[src/rtl/dec_exec_mem_slice_if.sv]
// Bus bundle for the decode/execute/EX-MEM pipeline slice.
// The slave modport is the slice's own view of the bus.
interface dec_exec_mem_slice_if;
    logic [31:0] instr_id32;
    logic [31:0] pc_plus4_id32;
    logic        branch_i;
    logic        forward_rd1_id;
    logic        forward_rd2_id;
    logic [4:0]  dst_reg_addr_iwb5;
    logic [31:0] res_iwb32;
    logic        enable_wreg_iwb;
    logic [5:0]  op_o6;
    logic [5:0]  funct_o6;
    logic [31:0] rd1_o32;
    logic [31:0] rd2_o32;
    logic [31:0] sign_imm_o32;
    logic [31:0] se_shamt_o32;
    logic [31:0] pc_branch_o32;
    logic        id_eq_o;
    logic        branch_o;
    logic [31:0] rd1_ie32;
    logic [31:0] rd2_ie32;
    logic [31:0] sign_imm_ie32;
    logic [31:0] se_shamt_ie32;
    logic [4:0]  rt_ie5;
    logic [4:0]  rd_ie5;
    logic [5:0]  funct_ie6;
    logic [1:0]  forward_src_a_ie2;
    logic [1:0]  forward_src_b_ie2;
    logic [1:0]  alu_alt_ctrl_ie2;
    logic        reg_dst_rtrd_ie;
    logic        b_alu_input_ie;
    logic        apply_shift_ie;
    logic        enable_wreg_ie;
    logic        mem_to_reg_ie;
    logic        enable_wmem_ie;
    logic [31:0] ex_write_data_o32;
    logic [31:0] ex_alu_out_o32;
    logic [4:0]  ex_dst_reg_addr_o5;
    logic        ex_zero_o;
    logic [31:0] alu_out_om32;
    logic [31:0] write_data_om32;
    logic [4:0]  dst_reg_addr_om5;
    logic        enable_wreg_om;
    logic        mem_to_reg_om;
    logic        enable_wmem_om;

    modport slave (
        input  instr_id32, pc_plus4_id32, branch_i,
        input  forward_rd1_id, forward_rd2_id,
        input  dst_reg_addr_iwb5, res_iwb32, enable_wreg_iwb,
        output op_o6, funct_o6, rd1_o32, rd2_o32,
        output sign_imm_o32, se_shamt_o32, pc_branch_o32,
        output id_eq_o, branch_o,
        input  rd1_ie32, rd2_ie32, sign_imm_ie32, se_shamt_ie32,
        input  rt_ie5, rd_ie5, funct_ie6,
        input  forward_src_a_ie2, forward_src_b_ie2, alu_alt_ctrl_ie2,
        input  reg_dst_rtrd_ie, b_alu_input_ie, apply_shift_ie,
        input  enable_wreg_ie, mem_to_reg_ie, enable_wmem_ie,
        output ex_write_data_o32, ex_alu_out_o32,
        output ex_dst_reg_addr_o5, ex_zero_o,
        output alu_out_om32, write_data_om32, dst_reg_addr_om5,
        output enable_wreg_om, mem_to_reg_om, enable_wmem_om
    );

    modport master (
        output instr_id32, pc_plus4_id32, branch_i,
        output forward_rd1_id, forward_rd2_id,
        output dst_reg_addr_iwb5, res_iwb32, enable_wreg_iwb,
        input  op_o6, funct_o6, rd1_o32, rd2_o32,
        input  sign_imm_o32, se_shamt_o32, pc_branch_o32,
        input  id_eq_o, branch_o,
        output rd1_ie32, rd2_ie32, sign_imm_ie32, se_shamt_ie32,
        output rt_ie5, rd_ie5, funct_ie6,
        output forward_src_a_ie2, forward_src_b_ie2, alu_alt_ctrl_ie2,
        output reg_dst_rtrd_ie, b_alu_input_ie, apply_shift_ie,
        output enable_wreg_ie, mem_to_reg_ie, enable_wmem_ie,
        input  ex_write_data_o32, ex_alu_out_o32,
        input  ex_dst_reg_addr_o5, ex_zero_o,
        input  alu_out_om32, write_data_om32, dst_reg_addr_om5,
        input  enable_wreg_om, mem_to_reg_om, enable_wmem_om
    );
endinterface

[src/rtl/dec_exec_mem_slice.sv]
// MIPS decode + execute stages with the EX/MEM pipeline register.
// The EX/MEM ALU result loops back as the MEM forwarding source.
module dec_exec_mem_slice (
    input logic                  clk_i,
    input logic                  reset_i,
    dec_exec_mem_slice_if.slave  bus
);
    logic [31:0] rf_q [32];
    logic [4:0]  rs, rt;
    logic [31:0] rd1, rd2, sign_imm;
    logic [31:0] cmp_a, cmp_b;
    logic [31:0] src_a, wr_data, alu_a, alu_b, alu_res;
    logic [4:0]  dst;

    logic [31:0] alu_q, alu_d;
    logic [31:0] wd_q, wd_d;
    logic [4:0]  dst_q, dst_d;
    logic        wreg_q, wreg_d;
    logic        m2r_q, m2r_d;
    logic        wmem_q, wmem_d;

    assign rs = bus.instr_id32[25:21];
    assign rt = bus.instr_id32[20:16];

    // Writeback data bypasses the array so same-cycle reads see it.
    always_comb begin
        rd1 = rf_q[rs];
        rd2 = rf_q[rt];
        if (bus.enable_wreg_iwb && bus.dst_reg_addr_iwb5 == rs)
            rd1 = bus.res_iwb32;
        if (bus.enable_wreg_iwb && bus.dst_reg_addr_iwb5 == rt)
            rd2 = bus.res_iwb32;
        if (rs == 5'd0)
            rd1 = 32'd0;
        if (rt == 5'd0)
            rd2 = 32'd0;
    end

    always_ff @(posedge clk_i) begin
        if (reset_i) begin
            for (int i = 0; i < 32; i++)
                rf_q[i] <= 32'd0;
        end else if (bus.enable_wreg_iwb &&
                     bus.dst_reg_addr_iwb5 != 5'd0) begin
            rf_q[bus.dst_reg_addr_iwb5] <= bus.res_iwb32;
        end
    end

    assign sign_imm = {{16{bus.instr_id32[15]}},
                       bus.instr_id32[15:0]};
    assign cmp_a = bus.forward_rd1_id ? alu_q : rd1;
    assign cmp_b = bus.forward_rd2_id ? alu_q : rd2;

    assign bus.op_o6         = bus.instr_id32[31:26];
    assign bus.funct_o6      = bus.instr_id32[5:0];
    assign bus.rd1_o32       = rd1;
    assign bus.rd2_o32       = rd2;
    assign bus.sign_imm_o32  = sign_imm;
    assign bus.se_shamt_o32  = {27'd0, bus.instr_id32[10:6]};
    assign bus.pc_branch_o32 = bus.pc_plus4_id32 +
                               {sign_imm[29:0], 2'b00};
    assign bus.id_eq_o       = (cmp_a == cmp_b);
    assign bus.branch_o      = bus.branch_i & (cmp_a == cmp_b);

    always_comb begin
        unique case (bus.forward_src_a_ie2)
            2'b01:   src_a = bus.res_iwb32;
            2'b10:   src_a = alu_q;
            default: src_a = bus.rd1_ie32;
        endcase
        unique case (bus.forward_src_b_ie2)
            2'b01:   wr_data = bus.res_iwb32;
            2'b10:   wr_data = alu_q;
            default: wr_data = bus.rd2_ie32;
        endcase
    end

    assign alu_a = bus.apply_shift_ie ? bus.se_shamt_ie32 : src_a;
    assign alu_b = bus.b_alu_input_ie ? bus.sign_imm_ie32 : wr_data;

    always_comb begin
        alu_res = alu_a + alu_b;
        unique case (bus.alu_alt_ctrl_ie2)
            2'b01: alu_res = alu_a - alu_b;
            2'b11: alu_res = {31'd0, $signed(alu_a) < $signed(alu_b)};
            2'b10: begin
                unique case (bus.funct_ie6)
                    6'b100010: alu_res = alu_a - alu_b;
                    6'b100100: alu_res = alu_a & alu_b;
                    6'b100101: alu_res = alu_a | alu_b;
                    6'b101010:
                        alu_res = {31'd0, $signed(alu_a) < $signed(alu_b)};
                    6'b000000: alu_res = alu_b << alu_a[4:0];
                    6'b000010: alu_res = alu_b >> alu_a[4:0];
                    default:   alu_res = alu_a + alu_b;
                endcase
            end
            default: alu_res = alu_a + alu_b;
        endcase
    end

    assign dst = bus.reg_dst_rtrd_ie ? bus.rd_ie5 : bus.rt_ie5;

    assign bus.ex_write_data_o32  = wr_data;
    assign bus.ex_alu_out_o32     = alu_res;
    assign bus.ex_dst_reg_addr_o5 = dst;
    assign bus.ex_zero_o          = (alu_res == 32'd0);

    always_comb begin
        alu_d  = alu_res;
        wd_d   = wr_data;
        dst_d  = dst;
        wreg_d = bus.enable_wreg_ie;
        m2r_d  = bus.mem_to_reg_ie;
        wmem_d = bus.enable_wmem_ie;
    end

    always_ff @(posedge clk_i) begin
        if (reset_i) begin
            alu_q  <= 32'd0;
            wd_q   <= 32'd0;
            dst_q  <= 5'd0;
            wreg_q <= 1'b0;
            m2r_q  <= 1'b0;
            wmem_q <= 1'b0;
        end else begin
            alu_q  <= alu_d;
            wd_q   <= wd_d;
            dst_q  <= dst_d;
            wreg_q <= wreg_d;
            m2r_q  <= m2r_d;
            wmem_q <= wmem_d;
        end
    end

    assign bus.alu_out_om32     = alu_q;
    assign bus.write_data_om32  = wd_q;
    assign bus.dst_reg_addr_om5 = dst_q;
    assign bus.enable_wreg_om   = wreg_q;
    assign bus.mem_to_reg_om    = m2r_q;
    assign bus.enable_wmem_om   = wmem_q;
endmodule

[src/flat_wrapper.sv]
// flat-port wrapper written by rule: the top's interface ports become plain ports
module dec_exec_mem_slice_flat 
  (clk_i, reset_i, bus_instr_id32, bus_pc_plus4_id32, bus_branch_i, bus_forward_rd1_id, bus_forward_rd2_id, bus_dst_reg_addr_iwb5, bus_res_iwb32, bus_enable_wreg_iwb, bus_op_o6, bus_funct_o6, bus_rd1_o32, bus_rd2_o32, bus_sign_imm_o32, bus_se_shamt_o32, bus_pc_branch_o32, bus_id_eq_o, bus_branch_o, bus_rd1_ie32, bus_rd2_ie32, bus_sign_imm_ie32, bus_se_shamt_ie32, bus_rt_ie5, bus_rd_ie5, bus_funct_ie6, bus_forward_src_a_ie2, bus_forward_src_b_ie2, bus_alu_alt_ctrl_ie2, bus_reg_dst_rtrd_ie, bus_b_alu_input_ie, bus_apply_shift_ie, bus_enable_wreg_ie, bus_mem_to_reg_ie, bus_enable_wmem_ie, bus_ex_write_data_o32, bus_ex_alu_out_o32, bus_ex_dst_reg_addr_o5, bus_ex_zero_o, bus_alu_out_om32, bus_write_data_om32, bus_dst_reg_addr_om5, bus_enable_wreg_om, bus_mem_to_reg_om, bus_enable_wmem_om);
  dec_exec_mem_slice_if bus_i ();
  input logic clk_i;
  input logic reset_i;
  input wire logic [$bits(bus_i.instr_id32)-1:0] bus_instr_id32;
  input wire logic [$bits(bus_i.pc_plus4_id32)-1:0] bus_pc_plus4_id32;
  input wire logic [$bits(bus_i.branch_i)-1:0] bus_branch_i;
  input wire logic [$bits(bus_i.forward_rd1_id)-1:0] bus_forward_rd1_id;
  input wire logic [$bits(bus_i.forward_rd2_id)-1:0] bus_forward_rd2_id;
  input wire logic [$bits(bus_i.dst_reg_addr_iwb5)-1:0] bus_dst_reg_addr_iwb5;
  input wire logic [$bits(bus_i.res_iwb32)-1:0] bus_res_iwb32;
  input wire logic [$bits(bus_i.enable_wreg_iwb)-1:0] bus_enable_wreg_iwb;
  output wire logic [$bits(bus_i.op_o6)-1:0] bus_op_o6;
  output wire logic [$bits(bus_i.funct_o6)-1:0] bus_funct_o6;
  output wire logic [$bits(bus_i.rd1_o32)-1:0] bus_rd1_o32;
  output wire logic [$bits(bus_i.rd2_o32)-1:0] bus_rd2_o32;
  output wire logic [$bits(bus_i.sign_imm_o32)-1:0] bus_sign_imm_o32;
  output wire logic [$bits(bus_i.se_shamt_o32)-1:0] bus_se_shamt_o32;
  output wire logic [$bits(bus_i.pc_branch_o32)-1:0] bus_pc_branch_o32;
  output wire logic [$bits(bus_i.id_eq_o)-1:0] bus_id_eq_o;
  output wire logic [$bits(bus_i.branch_o)-1:0] bus_branch_o;
  input wire logic [$bits(bus_i.rd1_ie32)-1:0] bus_rd1_ie32;
  input wire logic [$bits(bus_i.rd2_ie32)-1:0] bus_rd2_ie32;
  input wire logic [$bits(bus_i.sign_imm_ie32)-1:0] bus_sign_imm_ie32;
  input wire logic [$bits(bus_i.se_shamt_ie32)-1:0] bus_se_shamt_ie32;
  input wire logic [$bits(bus_i.rt_ie5)-1:0] bus_rt_ie5;
  input wire logic [$bits(bus_i.rd_ie5)-1:0] bus_rd_ie5;
  input wire logic [$bits(bus_i.funct_ie6)-1:0] bus_funct_ie6;
  input wire logic [$bits(bus_i.forward_src_a_ie2)-1:0] bus_forward_src_a_ie2;
  input wire logic [$bits(bus_i.forward_src_b_ie2)-1:0] bus_forward_src_b_ie2;
  input wire logic [$bits(bus_i.alu_alt_ctrl_ie2)-1:0] bus_alu_alt_ctrl_ie2;
  input wire logic [$bits(bus_i.reg_dst_rtrd_ie)-1:0] bus_reg_dst_rtrd_ie;
  input wire logic [$bits(bus_i.b_alu_input_ie)-1:0] bus_b_alu_input_ie;
  input wire logic [$bits(bus_i.apply_shift_ie)-1:0] bus_apply_shift_ie;
  input wire logic [$bits(bus_i.enable_wreg_ie)-1:0] bus_enable_wreg_ie;
  input wire logic [$bits(bus_i.mem_to_reg_ie)-1:0] bus_mem_to_reg_ie;
  input wire logic [$bits(bus_i.enable_wmem_ie)-1:0] bus_enable_wmem_ie;
  output wire logic [$bits(bus_i.ex_write_data_o32)-1:0] bus_ex_write_data_o32;
  output wire logic [$bits(bus_i.ex_alu_out_o32)-1:0] bus_ex_alu_out_o32;
  output wire logic [$bits(bus_i.ex_dst_reg_addr_o5)-1:0] bus_ex_dst_reg_addr_o5;
  output wire logic [$bits(bus_i.ex_zero_o)-1:0] bus_ex_zero_o;
  output wire logic [$bits(bus_i.alu_out_om32)-1:0] bus_alu_out_om32;
  output wire logic [$bits(bus_i.write_data_om32)-1:0] bus_write_data_om32;
  output wire logic [$bits(bus_i.dst_reg_addr_om5)-1:0] bus_dst_reg_addr_om5;
  output wire logic [$bits(bus_i.enable_wreg_om)-1:0] bus_enable_wreg_om;
  output wire logic [$bits(bus_i.mem_to_reg_om)-1:0] bus_mem_to_reg_om;
  output wire logic [$bits(bus_i.enable_wmem_om)-1:0] bus_enable_wmem_om;
  assign bus_i.instr_id32 = bus_instr_id32;
  assign bus_i.pc_plus4_id32 = bus_pc_plus4_id32;
  assign bus_i.branch_i = bus_branch_i;
  assign bus_i.forward_rd1_id = bus_forward_rd1_id;
  assign bus_i.forward_rd2_id = bus_forward_rd2_id;
  assign bus_i.dst_reg_addr_iwb5 = bus_dst_reg_addr_iwb5;
  assign bus_i.res_iwb32 = bus_res_iwb32;
  assign bus_i.enable_wreg_iwb = bus_enable_wreg_iwb;
  assign bus_op_o6 = bus_i.op_o6;
  assign bus_funct_o6 = bus_i.funct_o6;
  assign bus_rd1_o32 = bus_i.rd1_o32;
  assign bus_rd2_o32 = bus_i.rd2_o32;
  assign bus_sign_imm_o32 = bus_i.sign_imm_o32;
  assign bus_se_shamt_o32 = bus_i.se_shamt_o32;
  assign bus_pc_branch_o32 = bus_i.pc_branch_o32;
  assign bus_id_eq_o = bus_i.id_eq_o;
  assign bus_branch_o = bus_i.branch_o;
  assign bus_i.rd1_ie32 = bus_rd1_ie32;
  assign bus_i.rd2_ie32 = bus_rd2_ie32;
  assign bus_i.sign_imm_ie32 = bus_sign_imm_ie32;
  assign bus_i.se_shamt_ie32 = bus_se_shamt_ie32;
  assign bus_i.rt_ie5 = bus_rt_ie5;
  assign bus_i.rd_ie5 = bus_rd_ie5;
  assign bus_i.funct_ie6 = bus_funct_ie6;
  assign bus_i.forward_src_a_ie2 = bus_forward_src_a_ie2;
  assign bus_i.forward_src_b_ie2 = bus_forward_src_b_ie2;
  assign bus_i.alu_alt_ctrl_ie2 = bus_alu_alt_ctrl_ie2;
  assign bus_i.reg_dst_rtrd_ie = bus_reg_dst_rtrd_ie;
  assign bus_i.b_alu_input_ie = bus_b_alu_input_ie;
  assign bus_i.apply_shift_ie = bus_apply_shift_ie;
  assign bus_i.enable_wreg_ie = bus_enable_wreg_ie;
  assign bus_i.mem_to_reg_ie = bus_mem_to_reg_ie;
  assign bus_i.enable_wmem_ie = bus_enable_wmem_ie;
  assign bus_ex_write_data_o32 = bus_i.ex_write_data_o32;
  assign bus_ex_alu_out_o32 = bus_i.ex_alu_out_o32;
  assign bus_ex_dst_reg_addr_o5 = bus_i.ex_dst_reg_addr_o5;
  assign bus_ex_zero_o = bus_i.ex_zero_o;
  assign bus_alu_out_om32 = bus_i.alu_out_om32;
  assign bus_write_data_om32 = bus_i.write_data_om32;
  assign bus_dst_reg_addr_om5 = bus_i.dst_reg_addr_om5;
  assign bus_enable_wreg_om = bus_i.enable_wreg_om;
  assign bus_mem_to_reg_om = bus_i.mem_to_reg_om;
  assign bus_enable_wmem_om = bus_i.enable_wmem_om;
  dec_exec_mem_slice u_core (.clk_i(clk_i), .reset_i(reset_i), .bus(bus_i));
endmodule
[config.mk]
export PLATFORM = sky130hd
export DESIGN_NAME = dec_exec_mem_slice_flat
export DESIGN_NICKNAME = d
export VERILOG_FILES = /design/src/rtl/dec_exec_mem_slice_if.sv /design/src/rtl/dec_exec_mem_slice.sv /design/src/flat_wrapper.sv
export SDC_FILE = /design/constraint.sdc
export NUM_CORES = 2
export LEC_CHECK = 0
export ABC_AREA = 1
export CAP_MARGIN = 15
export CORE_AREA = 2 2 435 437
export CTS_BUF_LIST = sky130_fd_sc_hd__clkbuf_4 sky130_fd_sc_hd__clkbuf_8
export CTS_CLUSTER_SIZE = 28
export DETAILED_ROUTE_END_ITERATION = 10
export DIE_AREA = 0 0 437 439
export SYNTH_ARGS = -nofsm -noshare
export SYNTH_HDL_FRONTEND = slang
export SYNTH_SLANG_ARGS = --single-unit
export TNS_END_PERCENT = 5
[constraint.sdc]
create_clock -name clk_i -period 6.4 [get_ports clk_i]
set_input_delay 1.28 -clock clk_i [delete_from_list [all_inputs] [get_ports clk_i]]
set_output_delay 1.28 -clock clk_i [all_outputs]
set_load 0.01 [all_outputs]
==> results.sh <==
export IMPL_syn2layout_area_growth_pct=33.0
export IMPL_final_setup_worst_slack_ps=-271
export IMPL_yosysWarnings=0
export IMPL_tightest_slew_ps=1110
export IMPL_leakage_uw=0.0424
export IMPL_overflow=0
export IMPL_synthCells=9834
export IMPL_vias=83500
export IMPL_grt_max_degree=112
export IMPL_final_util_pct=52.9
export IMPL_final_hold_viol_count=0
export IMPL_async_flop_share_pct=0
export IMPL_avgSynthCellArea_um2=7.57
export IMPL_synth_common_cells="nand2_1, nor2_1, nand3_1"
export IMPL_max_clock_freq_mhz=150
export IMPL_startpoint_type="input port"
export IMPL_report_final_setup_viol=12
export IMPL_cts_tree="yes"
export IMPL_die_area_um2=192000
export IMPL_synthFlopType="edfxtp_1"
export IMPL_initial_core_util_pct=39.8
export IMPL_grt_pass1_vias=77100
export IMPL_status="finished, violations left"
export IMPL_path_buf_inv=9
export IMPL_fp_dieW_um=437
export IMPL_slowest_delay_ps=690
export IMPL_clk_pin_slew_ps=70
export IMPL_dp_hpwl_mm=307
export IMPL_final_cell_area_um2=99000
export IMPL_synth_edf_count=1024
export IMPL_powerDensity_nw_per_um2=245
export IMPL_cts_sinks=1096
export IMPL_rows=159
export IMPL_grt_pass1_wl_mm=570
export IMPL_root_buffer="clkbuf_8"
export IMPL_cts_hold_buffers=0
export IMPL_drt_iter0_markers=12800
export IMPL_die_h_um=439
export IMPL_critPathCaptureType="output port"
export IMPL_drive_gt1_share_pct=22.5
export IMPL_antenna_found_initial=17
export IMPL_finClkSkew_ps=53.8
export IMPL_yosysSeqAreaShare_pct=43.2
export IMPL_post_place_ws_ps=-2290
export IMPL_ioPinCount=579
export IMPL_wire_per_inst_um=29.5
export IMPL_synth_top_cell_by_area="edfxtp_1"
export IMPL_slew_viol_final=0
export IMPL_yosys_register_bits=1096
export IMPL_fin_crit_sh_pct=104
export IMPL_slew_headroom_pct=25.9
export IMPL_critPathTopFamily="buffers and inverters"
export IMPL_insertion_delay_ps=1030
export IMPL_port_buffers=535
export IMPL_irDropWorstVdd_uv=172
export IMPL_totalWireLength_mm=414
export IMPL_synth_area_um2=74500
export IMPL_drt_first_pass_iters=9
export IMPL_netlist_area_leader_share_pct=41.3
export IMPL_drc=0
export IMPL_yosysUniqueCellTypes=63
export IMPL_placed_area_um2=91300
export IMPL_gp_congestion=1.11
export IMPL_crit_top_cell="nand2_1"
export IMPL_grt_use_total_pct=41.4
export IMPL_period_minus_slack_ps=6670
export IMPL_crit_type="in -> out"
export IMPL_synth_most_common_cell="nand2_1"
export IMPL_hp_class="in -> reg"
export IMPL_critPathSlowestCell="clkdlybuf4s50_1"
export IMPL_clockBufferDepth=3
export IMPL_crit_arrival_ps=5390
export IMPL_maxCapViolCount=0
export IMPL_failed_checks="negative setup slack"
export IMPL_layout_nets=11800
export IMPL_ant_nets=0
export IMPL_crit_path_max_fanout=5
export IMPL_numCtsBuffers=195
export IMPL_cp_data_required_time_ps=5120
export IMPL_htree_levels=4
export IMPL_core_area_um2=187000
export IMPL_synthTopCellsByArea="edfxtp_1, nand2_1, nand3_1, nor2_1, o21ai_0"
export IMPL_via_per_inst=5.96
export IMPL_rsz0062_at_grt="yes"
[metal layers]
layer	global-route usage, %	wire (µm)	part of all wire, %	vias up
met1	52.3	153000	37	39900
met2	62.4	178000	43	5857
li1	-	-	-	36400
met5	0	73	0.018	-
met4	29.4	34900	8.4	10
met3	9.62	48100	12	1308
[metrics by stage]
step	TNS [ps]	std cells	total power (µW)	hold WS [ps]
2_1_floorplan	0	9892	11900	625
3_3_place_gp	-36430	13500	16400	808
3_5_place_dp	-35350	13500	16400	817
4_1_cts	-1080	14000	23700	734
5_1_grt	-2050	14000	24900	768
6_report	-1200	14000	24200	793
[final timing paths]
kind              slack (ps)                        endpoint                   startpoint  cells past startpoint
setup / recovery        -270                   bus_ex_zero_o            bus_res_iwb32[28]                     26
hold / removal           790       u_core.bus.enable_wmem_om           bus_enable_wmem_ie                      3
setup reg to reg         -50     u_core.bus.alu_out_om32[29]  u_core.bus.alu_out_om32[25]                     42
hold reg to reg          880  u_core.bus.write_data_om32[10]  u_core.bus.alu_out_om32[10]                      5
[kinds of logic after synthesis]
family                     synth area share, %
xor gates and xnor gates                 0.741
adders and majority gates                 2.26
buffers and inverters                     10.8
DFF                                       43.2
other                                  0.00504
AOI/OAI and AO/OA                         17.5
and+or+nand+nor                           25.4
[power by group]
group / internal [µW] / switching [µW] / total (µW)
clock: 3590 / 3330 / 6920
combinational: 3480 / 5350 / 8830
sequential: 8250 / 250 / 8500
total: 15300 / 8930 / 24200
[layout make-up]
cell class	instances	area, µm²
diodes	7	17.5
clock buffers	262	3210
clock inverters	85	729
fillers	17900	88000
inverters	962	3670
multi-input cells	6968	36900
flip-flops and latches	1096	32200
well taps	2495	3120
repair buffers	2134	19100
[cell usage in the layout (no fill, tap or decap), types with 27 or more instances in the layout]
| cell type | count |
|---|---|
| a21oi_1 | 674 |
| a21oi_2 | 54 |
| a31oi_1 | 37 |
| buf_12 | 123 |
| buf_4 | 1447 |
| buf_6 | 44 |
| clkbuf_4 | 63 |
| clkbuf_8 | 199 |
| clkdlybuf4s50_1 | 482 |
| clkinv_1 | 57 |
| conb_1 | 59 |
| dfxtp_1 | 72 |
| edfxtp_1 | 1024 |
| ha_1 | 84 |
| ha_4 | 35 |
| inv_1 | 870 |
| inv_2 | 62 |
| nand2_1 | 1515 |
| nand2_2 | 107 |
| nand3_1 | 1089 |
| nand3_2 | 104 |
| nand4_1 | 63 |
| nor2_1 | 1359 |
| nor2_2 | 40 |
| nor2_4 | 30 |
| o211ai_1 | 459 |
| o21ai_0 | 808 |
| o21ai_1 | 51 |
| o21ai_2 | 30 |
| o22ai_1 | 37 |
| or2_2 | 27 |
| xor2_1 | 38 |
[what timing repair did]
| action | in CTS | in global routing |
|---|---|---|
| pin swaps | 112 | 123 |
| setup buffers | 90 | 40 |
| endpoints found under the setup margin | 34 | 30 |
| gates cloned | 3 | 1 |
| gates resized for setup | 493 | 259 |
[flip-flops by register name, summed over array words and instances (netlist names)]
signal / flops
u_core.bus.enable_wreg_om: 1
u_core.bus.mem_to_reg_om: 1
u_core.rf_q: 1024
u_core.bus.dst_reg_addr_om5: 5
u_core.bus.write_data_om32: 32
u_core.bus.alu_out_om32: 32
u_core.bus.enable_wmem_om: 1
[worst register-to-register path, delay by kind of cell, from the launching register on]
kind	cells	cell delay, ps
AND/OR/NAND/NOR	11	1610
buffers and inverters	29	3530
flip-flops	1	890
AO/OA/AOI/OAI	1	120
adder cells (fa/ha/maj)	1	250
No activity file was read; power rests on OpenSTA's default activity.
==> RTL edit (same settings) <==
Take the reset off `wd_q` and load it in a clocked block of its own.
--- a/src/rtl/dec_exec_mem_slice.sv
+++ b/src/rtl/dec_exec_mem_slice.sv
@@ -118,19 +118,21 @@
     always_ff @(posedge clk_i) begin
         if (reset_i) begin
             alu_q  <= 32'd0;
-            wd_q   <= 32'd0;
             dst_q  <= 5'd0;
             wreg_q <= 1'b0;
             m2r_q  <= 1'b0;
             wmem_q <= 1'b0;
         end else begin
             alu_q  <= alu_d;
-            wd_q   <= wd_d;
             dst_q  <= dst_d;
             wreg_q <= wreg_d;
             m2r_q  <= m2r_d;
             wmem_q <= wmem_d;
         end
+    end
+
+    always_ff @(posedge clk_i) begin
+        wd_q <= wd_d;
     end
 
     assign bus.alu_out_om32     = alu_q;
Function: not settled (the Yosys comparison gave no result); the edit may change what the design does.
==> RTL edit against the original RTL <==
- the run still ends with setup timing left
- via count barely moved
- total power rose by 0.74%
- synthesized cell count fell by 0.24%
- setup slack improved by 0.070 ns
- die area did not move
- design area rose by 0.62%
- routed wire length rose by 2.2%
- sequential cell count did not move
- area after synthesis fell by 1.6%
- critical endpoint unchanged
- largest power group unchanged
- highest routed layer unchanged
==> RTL edit: results <==
metrics = {
    "placement": {
        "gp_congestion": 1.07,
        "dpl_cell_area_um2": 91500,
        "dpl.hpwl_um": 314000,
        "pre_cts_slack_ns": -2.48,
    },
    "clock_network": {
        "clock_latency_ns": 1.05,
    },
    "setup_path": {
        "critPathLaunch": "bus_forward_src_a_ie2[0]",
        "arrival_ns": 5.32,
        "cpMaxStageDelayCell": "ha_1",
        "ff2ff_setup_slack_ns": 2.48,
        "critPathMaxFanout": 7,
    },
    "logic_synthesis": {
        "yosysSeqAreaShare_pct": 43.9,
        "synth_common_cells": "1647 x nand2_1, 1421 x nor2_1, 1174 x nand3_1",
        "netlist_top_cells_area": "edfxtp_1 42%, nand2_1 8.4%, nand3_1 8.0%",
        "syn_avg_cell_area_um2": 7.47,
    },
    "layout": {
        "fin_nets": 11800,
    },
    "grt": {
        "grt_pass1_wl_um": 580000,
        "antenna_found_initial": 31,
        "grt_use_total_pct": 42.5,
        "grt_pass1_vias": 77300,
        "grt_max_degree": 98,
    },
    "run_status": {
        "violations": "setup timing",
        "status": "finished, violations left",
    },
    "timing": {
        "fin_ws_ns": -0.201,
        "finalSetupViolations": 4,
        "holdWs_ns": 0.766,
    },
    "pwr": {
        "ir_drop_mv": 0.161,
        "power.internal_uw": 15300,
    },
    "routing": {
        "wl_per_cell_um": 30.1,
        "drt_iter0_drc": 12600,
    },
}
==> RTL edit: cell families after synthesis <==
kind of cell / synth area share, %
flops: 43.9
other cells: 0.00511
simple gates: 25.2
compound gates: 17.5
xor+xnor: 0.800
buf+inv: 10.3
fa+ha+maj: 2.30
==> RTL edit: area by class of cell <==
cell class | instances | area (um^2)
Timing Repair Buffer | 2194 | 20200
Inverter | 962 | 3690
Multi-Input combinational cell | 6938 | 36500
Fill cell | 17800 | 87400
Timing Repair inverter | 1 | 6.26
Clock inverter | 95 | 641
Sequential cell | 1096 | 32200
Tap cell | 2495 | 3120
Antenna cell | 21 | 52.6
Clock buffer | 263 | 3210
==> RTL edit: what timing repair did <==
item	CTS	global route
setup endpoints to repair	34	39
resized for setup	447	434
pin swaps	117	179
gates cloned	5	1
buffers inserted	97	51
==> RTL edit: layer usage <==
metal	vias to the layer above	share of wire (%)	global-route usage, %	wire length [um]
met3	1139	11	9.15	47400
li1	36400	-	-	-
met2	6086	44	64.9	184000
met1	39800	38	54.9	160000
met4	6	7.3	26.4	30900
met5	-	0.0095	0	40
==> RTL edit: final timing paths <==
check / endpoint / cells after the start
max: bus_ex_zero_o / 26
max reg2reg: u_core.bus.alu_out_om32[15]$_SDFF_PP0_ / 25
min reg2reg: u_core.bus.write_data_om32[24]$_DFF_P_ / 6
min: u_core.bus.enable_wreg_om$_SDFF_PP0_ / 3
==> RTL edit: worst min-delay path: cells and delay by family <==
| kind | cells | cell delay, ns |
|---|---|---|
| simple gates | 1 | 0.03 |
| buf+inv | 2 | 0.45 |
==> RTL edit: metrics by stage <==
| stage | TNS, ns | utilization [%] | total power, uW |
|---|---|---|---|
| finish | -0.411 | 53.3 | 24400 |
| global route | -1.14 | 53.3 | 25100 |
| global placement | -34.64 | 48.9 | 16600 |
| detailed placement | -33.81 | 48.9 | 16700 |
| CTS | -6.18 | 52.3 | 23800 |
| floorplan | 0 | - | 11800 |
==> RTL edit: power groups by stage <==
stage	Sequential (uW)	Clock, uW	Combinational, uW
floorplan	8580	0	3180
global placement	8610	0	8040
detailed placement	8620	0	8030
CTS	8480	6780	8550
global route	8520	7080	9520
finish	8490	6740	9190
